### config.mk
export PLATFORM = sky130hd
export DESIGN_NAME = conv1d_feed_sequencer
export DESIGN_NICKNAME = d
export VERILOG_FILES = /design/src/rtl/conv1d_pkg.sv /design/src/rtl/conv1d_seq_counter.sv /design/src/rtl/conv1d_feed_sequencer.sv
export SDC_FILE = /design/constraint.sdc
export NUM_CORES = 1
export LEC_CHECK = 0
export CAP_MARGIN = 40
export CORE_MARGIN = 1.5
export CORE_UTILIZATION = 47
export DETAILED_ROUTE_END_ITERATION = 8
export GPL_TIMING_DRIVEN = 0
export MAX_ROUTING_LAYER = met4
export PLACE_DENSITY = 0.76
export RECOVER_POWER = 100
export SYNTH_ARGS = -nofsm -noshare
export SYNTH_HDL_FRONTEND = slang
export SYNTH_HIERARCHICAL = 1
export SYNTH_SLANG_ARGS = --single-unit
### constraint.sdc
create_clock -name clk -period 2.85 [get_ports clk]
set_input_delay 0.285 -clock clk [delete_from_list [all_inputs] [get_ports clk]]
set_output_delay 0.285 -clock clk [all_outputs]
set_load 0.02 [all_outputs]
### src/rtl/conv1d_pkg.sv
// Shared types and constants for the 1-D convolution feed sequencer.
package conv1d_pkg;

  // Width of tap counts and of the active PE count handed to the conv top.
  localparam int unsigned PE_CNT_W = 5;

  // Sample value used for the flush beats that push the last real samples through.
  localparam logic [63:0] ZERO_SAMPLE = '0;

  typedef enum logic [2:0] {
    IDLE,
    LOAD_K,
    STREAM,
    FLUSH,
    DRAIN
  } state_e;

endpackage

### src/rtl/conv1d_seq_counter.sv
// Loadable down-counter with a zero flag; saturates at zero instead of wrapping.
module conv1d_seq_counter #(
  parameter int unsigned WIDTH = 8
) (
  input  logic             clk,
  input  logic             reset,
  input  logic             load,
  input  logic [WIDTH-1:0] load_value,
  input  logic             dec,
  output logic             zero
);

  logic [WIDTH-1:0] count_q, count_d;

  // Next count: a load wins over a decrement; a decrement at zero is ignored.
  always_comb begin
    count_d = count_q;
    if (load) begin
      count_d = load_value;
    end else if (dec && (count_q != '0)) begin
      count_d = count_q - 1'b1;
    end
  end

  // Count register.
  always_ff @(posedge clk or posedge reset) begin
    if (reset) begin
      count_q <= '0;
    end else begin
      count_q <= count_d;
    end
  end

  assign zero = (count_q == '0);

endmodule

### src/rtl/conv1d_feed_sequencer.sv
// Feeds kernel taps and samples into the 1-D systolic convolution top, then flushes and drains.
module conv1d_feed_sequencer
  import conv1d_pkg::*;
#(
  parameter int unsigned NUM_PE       = 16,
  parameter int unsigned DATA_WIDTH   = 8,
  parameter int unsigned LEN_WIDTH    = 16,
  parameter int unsigned DRAIN_CYCLES = 18
) (
  input  logic                  clk,
  input  logic                  reset,
  input  logic                  cfg_start,
  input  logic [PE_CNT_W-1:0]   cfg_pe_count,
  input  logic [LEN_WIDTH-1:0]  cfg_seq_len,
  output logic                  busy,
  output logic                  done,
  output logic                  cfg_error,
  input  logic                  k_valid,
  output logic                  k_ready,
  input  logic [DATA_WIDTH-1:0] k_data,
  input  logic                  s_valid,
  output logic                  s_ready,
  input  logic [DATA_WIDTH-1:0] s_data,
  output logic [PE_CNT_W-1:0]   conv_active_pe_count,
  output logic                  conv_kernel_load,
  output logic [DATA_WIDTH-1:0] conv_kernel_value,
  output logic [DATA_WIDTH-1:0] conv_x_in,
  output logic                  conv_x_valid
);

  // Drain counter holds DRAIN_CYCLES-1 down to 0.
  localparam int unsigned DRAIN_W = (DRAIN_CYCLES > 1) ? $clog2(DRAIN_CYCLES) : 1;

  state_e state_q, state_d;

  logic                  cfg_legal;
  logic                  accept;
  logic                  reject;
  logic                  k_hs;
  logic                  s_hs;
  logic                  tap_zero;
  logic                  sample_zero;
  logic                  flush_zero;
  logic                  drain_zero;
  logic                  drain_done;

  logic [PE_CNT_W-1:0]   pe_count_q;
  logic                  cfg_error_q;
  logic [PE_CNT_W-1:0]   active_q;
  logic                  kernel_load_q;
  logic [DATA_WIDTH-1:0] kernel_value_q;
  logic                  x_valid_q;
  logic [DATA_WIDTH-1:0] x_in_q;

  assign cfg_legal = (cfg_pe_count != '0) && (cfg_pe_count <= PE_CNT_W'(NUM_PE)) &&
                     (cfg_seq_len != '0);
  assign accept    = (state_q == IDLE) && cfg_start && cfg_legal;
  assign reject    = (state_q == IDLE) && cfg_start && !cfg_legal;
  assign k_hs      = k_valid && (state_q == LOAD_K);
  assign s_hs      = s_valid && (state_q == STREAM);

  // Drain only counts cycles whose output beat is already idle, so the last real or
  // flush beat is followed by exactly DRAIN_CYCLES quiet cycles before done.
  assign drain_done = (state_q == DRAIN) && drain_zero && !x_valid_q;

  // All counters load at start accept; each holds "beats remaining after this one".
  conv1d_seq_counter #(
    .WIDTH (PE_CNT_W)
  ) u_tap_cnt (
    .clk        (clk),
    .reset      (reset),
    .load       (accept),
    .load_value (cfg_pe_count - 1'b1),
    .dec        (k_hs),
    .zero       (tap_zero)
  );

  conv1d_seq_counter #(
    .WIDTH (LEN_WIDTH)
  ) u_sample_cnt (
    .clk        (clk),
    .reset      (reset),
    .load       (accept),
    .load_value (cfg_seq_len - 1'b1),
    .dec        (s_hs),
    .zero       (sample_zero)
  );

  // For pe_count == 1 the loaded value wraps but FLUSH is never entered.
  conv1d_seq_counter #(
    .WIDTH (PE_CNT_W)
  ) u_flush_cnt (
    .clk        (clk),
    .reset      (reset),
    .load       (accept),
    .load_value (cfg_pe_count - PE_CNT_W'(2)),
    .dec        (state_q == FLUSH),
    .zero       (flush_zero)
  );

  conv1d_seq_counter #(
    .WIDTH (DRAIN_W)
  ) u_drain_cnt (
    .clk        (clk),
    .reset      (reset),
    .load       (accept),
    .load_value (DRAIN_W'(DRAIN_CYCLES - 1)),
    .dec        ((state_q == DRAIN) && !x_valid_q),
    .zero       (drain_zero)
  );

  // State register.
  always_ff @(posedge clk or posedge reset) begin
    if (reset) begin
      state_q <= IDLE;
    end else begin
      state_q <= state_d;
    end
  end

  // Next-state logic.
  always_comb begin
    state_d = state_q;
    unique case (state_q)
      IDLE:    if (accept) state_d = LOAD_K;
      LOAD_K:  if (k_hs && tap_zero) state_d = STREAM;
      STREAM: begin
        if (s_hs && sample_zero) begin
          state_d = (pe_count_q > PE_CNT_W'(1)) ? FLUSH : DRAIN;
        end
      end
      FLUSH:   if (flush_zero) state_d = DRAIN;
      DRAIN:   if (drain_done) state_d = IDLE;
      default: state_d = IDLE;
    endcase
  end

  // Combinational outputs decoded from the current state.
  always_comb begin
    busy    = (state_q != IDLE);
    k_ready = (state_q == LOAD_K);
    s_ready = (state_q == STREAM);
    done    = drain_done;
  end

  // Registered datapath outputs and latched configuration.
  always_ff @(posedge clk or posedge reset) begin
    if (reset) begin
      pe_count_q     <= '0;
      cfg_error_q    <= 1'b0;
      active_q       <= PE_CNT_W'(NUM_PE);
      kernel_load_q  <= 1'b0;
      kernel_value_q <= '0;
      x_valid_q      <= 1'b0;
      x_in_q         <= '0;
    end else begin
      cfg_error_q   <= reject;
      kernel_load_q <= k_hs;
      x_valid_q     <= s_hs || (state_q == FLUSH);
      if (accept) begin
        pe_count_q <= cfg_pe_count;
        active_q   <= cfg_pe_count;
      end
      if (k_hs) begin
        kernel_value_q <= k_data;
      end
      if (s_hs) begin
        x_in_q <= s_data;
      end else if (state_q == FLUSH) begin
        x_in_q <= ZERO_SAMPLE[DATA_WIDTH-1:0];
      end
    end
  end

  assign cfg_error            = cfg_error_q;
  assign conv_active_pe_count = active_q;
  assign conv_kernel_load     = kernel_load_q;
  assign conv_kernel_value    = kernel_value_q;
  assign conv_x_valid         = x_valid_q;
  assign conv_x_in            = x_in_q;

endmodule
# --- Yosys cells after proc, flatten, opt, wreduce, memory -nomap -nowiden ---
# Cells that the tools add are included.
# W data, S select, Z words.
totals:
  register_bits: 63
  inputBits: 42
  out_inout_bits: 28
  elab_cells: 84
classes:
  add_sub_neg: 7
  order_cmp: 2
  eq_ne: 9
  muxes: 17
  n_reduce_logical: 37
op_table:
  columns: ["cell", "n"]
  rows:
  - ["$mux W16", 2]
  - ["$reduce_bool A16 Y1", 2]
  - ["$sub A16 B1 Y16 const B", 2]
  - ["$mux W5", 6]
  - ["$reduce_bool A5 Y1", 4]
  - ["$sub A5 B1 Y5 const B", 4]
  - ["$mux W3", 6]
  - ["$logic_and A1 B1 Y1", 16]
  - ["$logic_not A16 Y1", 1]
  - ["$mux W8", 2]
  - ["$logic_not A5 Y1", 3]
  - ["$pmux W3 S5", 1]
  - ["$reduce_bool A2 Y1", 5]
  - ["$eq A3 B2 Y1 const B", 2]
  - ["$ne A2 B2 Y1 const B", 3]
  - ["$gt A5 B1 Y1 const B", 1]
  - ["$le A5 B5 Y1 const B", 1]
  - ["$reduce_and A5 Y1", 1]
  - ["$sub A5 B2 Y5 const B", 1]
  - ["$ne A2 B1 Y1 const B", 2]
  - ["$eq A3 B1 Y1 const B", 1]
  - ["$eq A3 B3 Y1 const B", 1]
  - ["$logic_not A3 Y1", 1]
  - ["$reduce_bool A3 Y1", 1]
  - ["other kinds (2)", 3]

# --- Longest topological paths before layout ---
depth:
  word_depth: 6
  ltp_mapped: 10
  ltp_nobuf: 10

# --- Hierarchy ---
# Netlist, hierarchy kept.
by_module_without_submodules:
  columns: ["mod", "n_inst", "cells_each", "area_per_inst_um2", "seq_area_each_um2"]
  rows:
  - ["conv1d_feed_sequencer", 1, 177, 1676.6, 701.9]
  - ["conv1d_seq_counter at u_sample_cnt", 1, 122, 1034.7, 400.4]
  - ["conv1d_seq_counter at u_drain_cnt ...", 3, 33, 302.8, 125.1]

# --- Worst setup path after synthesis ---
# No wires, ideal clock.
synth_timing:
  path_kind: "register to register"
  start: "register state_q[0]"
  end: "register u_sample_cnt.count_q[13]"
  setup_ps: 126
  arrival_time_ps: 2780
  t_required_ps: 2724
  slack_ps: -57
  path_stages_with_launch: 10
  path_buffers: 3
  synth_period_minus_slack_ps: 2907
  path_cell_list: "dfrtp_1 > buf_2 > nor3b_2 > and2_1 > clkbuf_1 > buf_2 > or4b_1 > a311oi_1 > a21oi_1 > a311o_1"
synth_via:
  elab_chain_len: 4
  word_cells_on_any_way: 8
  cone_classes: "1 x eq/ne; 1 x mux; 6 x reduce/logical"
synth_lines:
  columns: ["element", "line_no", "text"]
  rows:
  - ["start: declaration", "conv1d_feed_sequencer.sv:34", "state_e state_q, state_d;"]
  - ["start signal: assignment", "conv1d_feed_sequencer.sv:117", "state_q <= state_d;"]
  - ["$eq A3 B2 Y1", null, null]
  - ["via s_ready", "conv1d_feed_sequencer.sv:22", "output logic s_ready,"]
  - ["$logic_and A1 B1 Y1", "conv1d_feed_sequencer.sv:60", "assign s_hs = s_valid && (state_q == STREAM);"]
  - ["via s_hs", "conv1d_feed_sequencer.sv:40", "logic s_hs;"]
  - ["$logic_and A1 B1 Y1", "conv1d_seq_counter.sv:20", "end else if (dec && (count_q != '0)) begin"]
  - ["$reduce_bool A2 Y1 (no source line)", null, null]
  - ["end signal: assignment", "conv1d_seq_counter.sv:30", "count_q <= count_d;"]
  - ["end: declaration", "conv1d_seq_counter.sv:13", "logic [WIDTH-1:0] count_q, count_d;"]
# The timed path passes the listed nets, and every way through them passes these cells.
# A chain may end at the register's enable or synchronous reset.

# --- Worst setup path after layout ---
layout_timing:
  start: "register state_q[0]"
  end: "register u_sample_cnt.count_q[13]"
layout_via:
  elab_chain_len: 4
  word_cells_on_any_way: 8
  cone_classes: "1 x eq/ne; 1 x mux; 6 x reduce/logical"
layout_lines:
  columns: ["element", "line_no"]
  rows:
  - ["$eq A3 B2 Y1", "conv1d_feed_sequencer.sv:60"]
  - ["$logic_and A1 B1 Y1", "conv1d_feed_sequencer.sv:60"]
  - ["via s_hs", "conv1d_feed_sequencer.sv:40"]
  - ["$logic_and A1 B1 Y1", "conv1d_seq_counter.sv:20"]
  - ["$reduce_bool A2 Y1 (no source line)", null]
# The timed path passes the listed nets, and every way through them passes these cells.

==> results.toml <==
[sta]
final.setup_skew_ns = 0.00977
max_slew_margin_pct = 27.5
report.final.slew_viol_count = 0
timing_worst_slew_pin_value_ns = 1.09
final_hold_viol_count = 0
unrepaired_setup_endpoints_after_global_routing = "no"
fin_crit_sh_pct = 95.0
totalNegativeSetupSlack_ns = 0
finalSetupViolations = 0
final.min_clock_period_ns = 2.71
timing.fmax_mhz = 369

[clocking]
cts-htree-levels = 3
ctsLongestPathBuffers = 2
clock_sink_count = 59
number_of_buffers_inserted_during_clock_tree_synthesis = 9
cts_tree = "done"
hold_buffers = 0
clk-insertion-delay-late_ns = 0.34
cts.root.buffer_cell = "clkbuf_8"
post_cts_setup_repair_buffer_count = 0
cts.clk_slew.worst_paths_ns = 0.07

[synth]
post_synth_instance_area_sq_mm = 0.00362
ys_async_sr_fraction_pct = 100
synthesis.area_per_instance_sq_um = 9.09
synth.yosys.seq_area_share_pct = 40.8
synth_cell_type_count = 58
ys_dominant_reg_cell = "dfrtp_1"
synthCells = 398
synth_enable_flop_cells = 0
synth_seq_cells = 59
yosys_warnings = 6

[finish]
mostFrequentLayoutCells = "dfrtp_1, nand2_1, clkdlybuf4s50_1"
antenna_cells = 0
design.final.nets = 532
layout.area.seq_sq_mm = 0.00148
footprint_of_the_multi_input_gates_sq_mm = 0.00200
nFillCells = 632
utilization_pct = 63.4
final_common_cell = "dfrtp_1"
stdcell_area_sq_mm = 0.00467
final_layout_size_suffix_gt1_share_pct = 13.2
flow.area_growth_from_synthesis_pct = 29.1

[routing]
drc = 0
dr.max_layer_used = "met4"
drt_pass1_iterations = 5
postRouteWirelength_microns = 9100
initialDrtViolationCount = 267
vias_per_cell = 5.58
routedLengthMet1_microns = 4220
met3WireLength_microns = 514
ant_nets = 0
routed_via_count = 3258
routed-wl-met2_microns = 4180
routed_wire_length_per_instance_microns = 15.6

[global_routing]
globalRouteOverflowTotal = 0
first_global_vias = 3173
groute.usage.overall_pct = 23.9
maximum_number_of_pins_on_one_net_before_global_route_repair = 22
grt_first_pass_wirelength_microns = 15300
antenna_found_initial = 0

[floorplan]
coreArea_sq_mm = 0.00737
pin_count = 70
die_x_microns = 90.8
rows = 31
die_h_microns = 90.8
starting_utilization_of_the_core_area_pct = 49.1
die_area_sq_mm = 0.00824

[setup_path]
cp-end-kind = "flip-flop"
cpMaxStageDelayCell = "or4b_4"
cell_count_along_the_critical_path = 8
critical_path.n_buffers_inverters = 2
rr_endpoint = "u_sample_cnt/count_q[13]$_DFFE_PP0P_"
ff2ff_path_depth = 8
required_ns = 3.08
worstPathArrival_ns = 2.94
start_kind = "flip-flop"
r2r-start = "state_q[0]$_DFFE_PP0P_"
regToRegSetupSlack_ns = 0.14
cp_top_family = "simple AND/OR/NAND/NOR gates"
critical_path.max_stage_delay_ns = 0.52
path_class = "reg -> reg"
timing.critical_path.from = "state_q[0]$_DFFE_PP0P_"
crit_path_end = "u_sample_cnt/count_q[13]$_DFFE_PP0P_"
path_max_fanout = 15
cp_cell_sequence = "buf_2 -> nor3b_4 -> and2_2 -> buf_4 -> or4b_4 -> a311oi_2 -> a21oi_1 -> a311o_1"

[pwr]
power_frac_comb_pct = 43.8
power.net_switching_mw = 1.68
clockPowerShare_pct = 18.2
power_frac_seq_pct = 38.1
power_density_mw_per_mm2 = 905
power_switching_share_pct = 39.8
static-leakage-power_nw = 2.00
internal_cell_power_mw = 2.55
peakVddDrop_mv = 0.616

[outcome]
outcome = "completed"

[placement]
gp_congestion = 0.857
numPortBuffers = 68
detailed_place_hpwl_microns = 6810
placedInstanceArea_sq_mm = 0.00447

[worst_hold_path]
hold_class = "in -> async"

[run]
drv.max_cap_violation_count = 0
flip-flops by register name, summed over array words and instances, names as in the netlist:
name / flops
u_flush_cnt/count_q: 5
u_tap_cnt/count_q: 5
conv_kernel_value: 8
cfg_error: 1
u_sample_cnt/count_q: 16
conv_x_valid: 1
u_drain_cnt/count_q: 5
conv_kernel_load: 1
conv_x_in: 8
pe_count_q: 5
conv_active_pe_count: 1
state_q: 3
cell families after synthesis:
logic type	share of synthesized area, %
and+or+nand+nor	26.4
AOI/OAI and AO/OA	13.7
DFF	40.8
buffers and inverters	5.43
xor gates and xnor gates	5.32
muxes	4.63
adders and majority gates	3.46
other	0.207
Yosys cell counts, types with 2 or more instances:
cell,count,share of area (%)
a21oi_1,20,2.8
a21oi_2,3,0.73
a2bb2oi_1,2,0.48
a311o_1,2,0.55
a31oi_1,5,0.86
and2_1,5,0.86
and3_1,7,1.2
buf_2,4,0.55
buf_4,4,0.83
clkbuf_1,8,0.83
conb_1,2,0.21
dfrtp_1,58,40
ha_1,10,3.5
inv_1,30,3.1
mux2_2,14,4.4
nand2_1,54,5.6
nand2b_1,6,1.0
nand3_1,9,1.2
nand4_1,5,0.86
nor2_1,24,2.5
nor2b_1,8,1.4
nor3_1,8,1.1
nor3b_1,4,0.83
nor4_1,5,0.86
o211ai_1,2,0.41
o21ai_0,18,2.5
o31a_1,3,0.73
o31ai_1,5,1.0
o31ai_2,3,1.0
or3_1,10,1.7
or4_1,7,1.5
or4_4,2,0.62
or4b_1,4,1.1
or4b_4,3,1.1
xnor2_1,10,2.4
xor2_1,12,2.9
power groups by stage:
stage	sequential (mW)	combinational, mW	clock (mW)
6_report	1.61	1.85	0.769
5_1_grt	1.68	2.03	0.815
4_1_cts	1.60	1.91	0.778
3_5_place_dp	1.61	1.89	0
3_3_place_gp	1.58	1.82	0
2_1_floorplan	1.69	1.06	0
worst reg2reg max path: cells and delay by family (launching register included):
kind | cells | cell delay (ns)
flops | 1 | 0.36
compound gates | 3 | 0.79
buf+inv | 2 | 0.42
simple gates | 3 | 1.01
final cells by class:
class | instances | share of cell area [%]
plain buffers | 15 | 1.77
clock buffers | 11 | 3.02
clock inverters | 5 | 1.12
inverters | 31 | 2.49
multi-input cells | 295 | 42.7
flip-flops and latches | 59 | 31.6
well taps | 99 | 2.65
repair buffers | 69 | 14.6
how the worst min path moves through the flow:
| stage | startpoint | to | slack (ns) | depth (start not counted) |
|---|---|---|---|---|
| after CTS | reset | u_tap_cnt/count_q[2]$_DFFE_PP0P_ | 0.29 | 2 |
| after detailed placement | conv_kernel_value[3]$_DFFE_PP0N_ | conv_kernel_value[3]$_DFFE_PP0N_ | 0.50 | 1 |
| final | reset | u_tap_cnt/count_q[2]$_DFFE_PP0P_ | 0.39 | 2 |
| after global routing | reset | u_tap_cnt/count_q[2]$_DFFE_PP0P_ | 0.42 | 2 |
| after global placement | pe_count_q[0]$_DFFE_PP0P_ | pe_count_q[0]$_DFFE_PP0P_ | 0.49 | 1 |
| after floorplan | reset | u_drain_cnt/count_q[0]$_DFFE_PP0P_ | 0.06 | 1 |
through the flow:
step	hold slack [ns]	power, mW	std cells	worst slack [ns]
floorplan	0.0635	2.75	401	0.0240
global placement	0.489	3.41	568	-0.489
detailed placement	0.496	3.50	569	-0.551
CTS	0.290	4.29	584	0.0282
global route	0.419	4.52	584	0.000770
finish	0.393	4.23	584	0.144
repair_timing:
| item | CTS | global route |
|---|---|---|
| resized for setup | 6 | 8 |
| endpoints found under the setup margin | 11 | 16 |
| gates cloned | 0 | 0 |
per-layer routing:
layer	GRT usage (%)	up-vias
li1	-	1562
met1	31.8	1574
met2	35.3	107
met5	-	-
met4	9.92	0
met3	4.97	15
(Power assumes the default switching activity.)
==> variant (same settings) <==
Re-encode `state_e` (5 states) as one-hot, 5 bits wide.
--- a/src/rtl/conv1d_pkg.sv
+++ b/src/rtl/conv1d_pkg.sv
@@ -9,8 +9,8 @@
 
-  typedef enum logic [2:0] {
-    IDLE,
-    LOAD_K,
-    STREAM,
-    FLUSH,
-    DRAIN
+  typedef enum logic [4:0] {
+    IDLE   = 5'b00001,
+    LOAD_K = 5'b00010,
+    STREAM = 5'b00100,
+    FLUSH  = 5'b01000,
+    DRAIN  = 5'b10000
   } state_e;
Formal check against the unedited RTL: same outputs for any inputs over 10 cycles, from zero or initial values and one cycle with reset high; not proved beyond that.
==> variant against the original RTL <==
- cell area up 3.0%
- clock skew grew 0.0018 ns
- sequential cell count is 2 higher
- routed wire length shrank 2.5%
- synthesized area up 5.0%
- power is 8.1% lower
- utilization is 1.4 points lower
- setup slack better by 0.012 ns
- first-iteration DRC count down 27%
==> variant: results (changes against the original RTL) <==
* Synth Instances at 423 (+6.3%)
* Layout fillers at 674 (+6.6%)
* Post-CTS Setup Inserts at 0 (unchanged)
* Clock group at 0.780 mW (+1%)
* Share of power burned in combinational logic at 39.0% (-4.8 points)
* Synth cell count leaders: 59 x dfrtp_1, 52 x nand2_1, 36 x inv_1
* Proportion of synthesized chip area in sequential cells at 40.2% (-0.61 points)
* R2R setup slack at 0.17 ns (+0.03 ns)
* ClkCell Share at 4.13% (-0.017 points)
* Largest reg by FF count: u_sample_cnt/count_q
* Status: completed
* HPWL after DPL at 6730 um (-1.2%)
* Signal buffers at 83 (-1.2%)
* Setup Skew at 0.0116 ns (+0.00183 ns)
* Leak at 2.08 nW (+3.8%)
* Nets at 555 (+4.3%)
* Multi-input combinational area share at 43.0% (+0.26 points)
* Inverters at 37 (+19%)
* Syn Std Cell Area at 3800 um2 (+5.0%)
* Final Util at 62.0% (-1.4 points)
* First-pass GRT wire length at 15,100 um (-0.90%)
* Maximum VDD drop at 0.467 mV (-24%)
* CP max-delay cell: clkdlybuf4s50_1
* Clock Root Buffer: clkbuf_8
* Tot GR Track Use at 22.8% (-1.1 points)
* Number of sequential cells at 61 (+3.4%)
* PortBufs at 66 (-2.9%)
* Post-DP Area at 4630 um2 (+3.6%)
* WHS at 0.291 ns (-0.102 ns)
* Worst-path clk slew at 0.08 ns
* Final WL at 8870 um (-2.5%)
* Worst min path class: in -> reg
* Rel. slew slack at 44.9% (+17 points)
* Switching pwr at 1.51 mW (-10%)
* Flop pwr share at 40.9% (+2.8 points)
* Via density at 5.42 (-2.8%)
* Placer Congestion at 0.890 (+3.8%)
* Vias at 3,308 (+1.5%)
* CP arrival at 2.41 ns (-0.53 ns)
* Netlist cell types at 65 (+12%)
* Inst Count DP at 595 (+4.6%)
* Max Buffers Root-to-Sink at 2 (unchanged)
* Largest net degree at the start of global routing at 17 (-23%)
* Max incr delay on CP at 0.62 ns (+0.10 ns)
* Comb_multi_in at 311 (+5.4%)
* Seq. cell area at 1530 um2 (+3.5%)
* CP delay by family, top: buffers and inverters
* NonClk Buf Share at 15.6% (-0.79 points)
* Synth top area cells: dfrtp_1 39%, nand2_1 5.1%, inv_1 3.6%, ha_1 3.3%, mux2_2 3.0%
* Clock buffers at 9 (-2)
* 1st-iter DRT viols at 194 (-27%)
* Crit-path max FO at 5 (-10)
* First-pass detailed-route iteration total at 4 (-1)
variant: cell families (layout without fill, tap and decap cells):
group,after synthesis,after routing,share of synthesized area [%]
muxes,11,11,3.22
buffers and inverters,54,136,5.86
and+or+nand+nor,179,179,27.0
other,2,5,0.198
xor gates and xnor gates,23,23,5.50
adders and majority gates,10,10,3.29
AOI/OAI and AO/OA,83,83,14.7
DFF,61,61,40.2
variant: routing by layer:
layer | share of wire (%) | up-vias | GRT usage (%) | wire [um]
met5 | 0 | - | - | 0
met3 | 4.5 | 10 | 4.52 | 403
met2 | 48 | 68 | 35.3 | 4220
li1 | - | 1657 | - | -
met1 | 47 | 1573 | 29.7 | 4130
met4 | 1.2 | 0 | 8.33 | 108
variant: timing repair:
action,in CTS,in global routing
hold endpoints to repair,0,0
setup endpoints to repair,11,10
gates resized for setup,5,9
variant: final timing paths:
kind	endpoint	cells after the start	startpoint
worst max-delay path	done	7	u_drain_cnt/count_q[0]$_DFFE_PP0P_
worst min-delay path	pe_count_q[2]$_DFFE_PP0P_	3	cfg_pe_count[2]
worst max register to register	u_sample_cnt/count_q[13]$_DFFE_PP0P_	7	state_q[1]$_DFFE_PP0P_
worst min register to register	conv_kernel_value[3]$_DFFE_PP0N_	1	conv_kernel_value[3]$_DFFE_PP0N_
max in group asynchronous	conv_kernel_value[5]$_DFFE_PP0N_	3	reset
min in group asynchronous	u_tap_cnt/count_q[2]$_DFFE_PP0P_	2	reset
variant: per-stage QoR:
stage                     setup slack, ns  setup TNS (ns)
after global routing               0.0404               0
after floorplan                     0.175               0
after CTS                          0.0527               0
after detailed placement           -0.378           -3.64
after global placement             -0.335           -2.74
final                               0.156               0
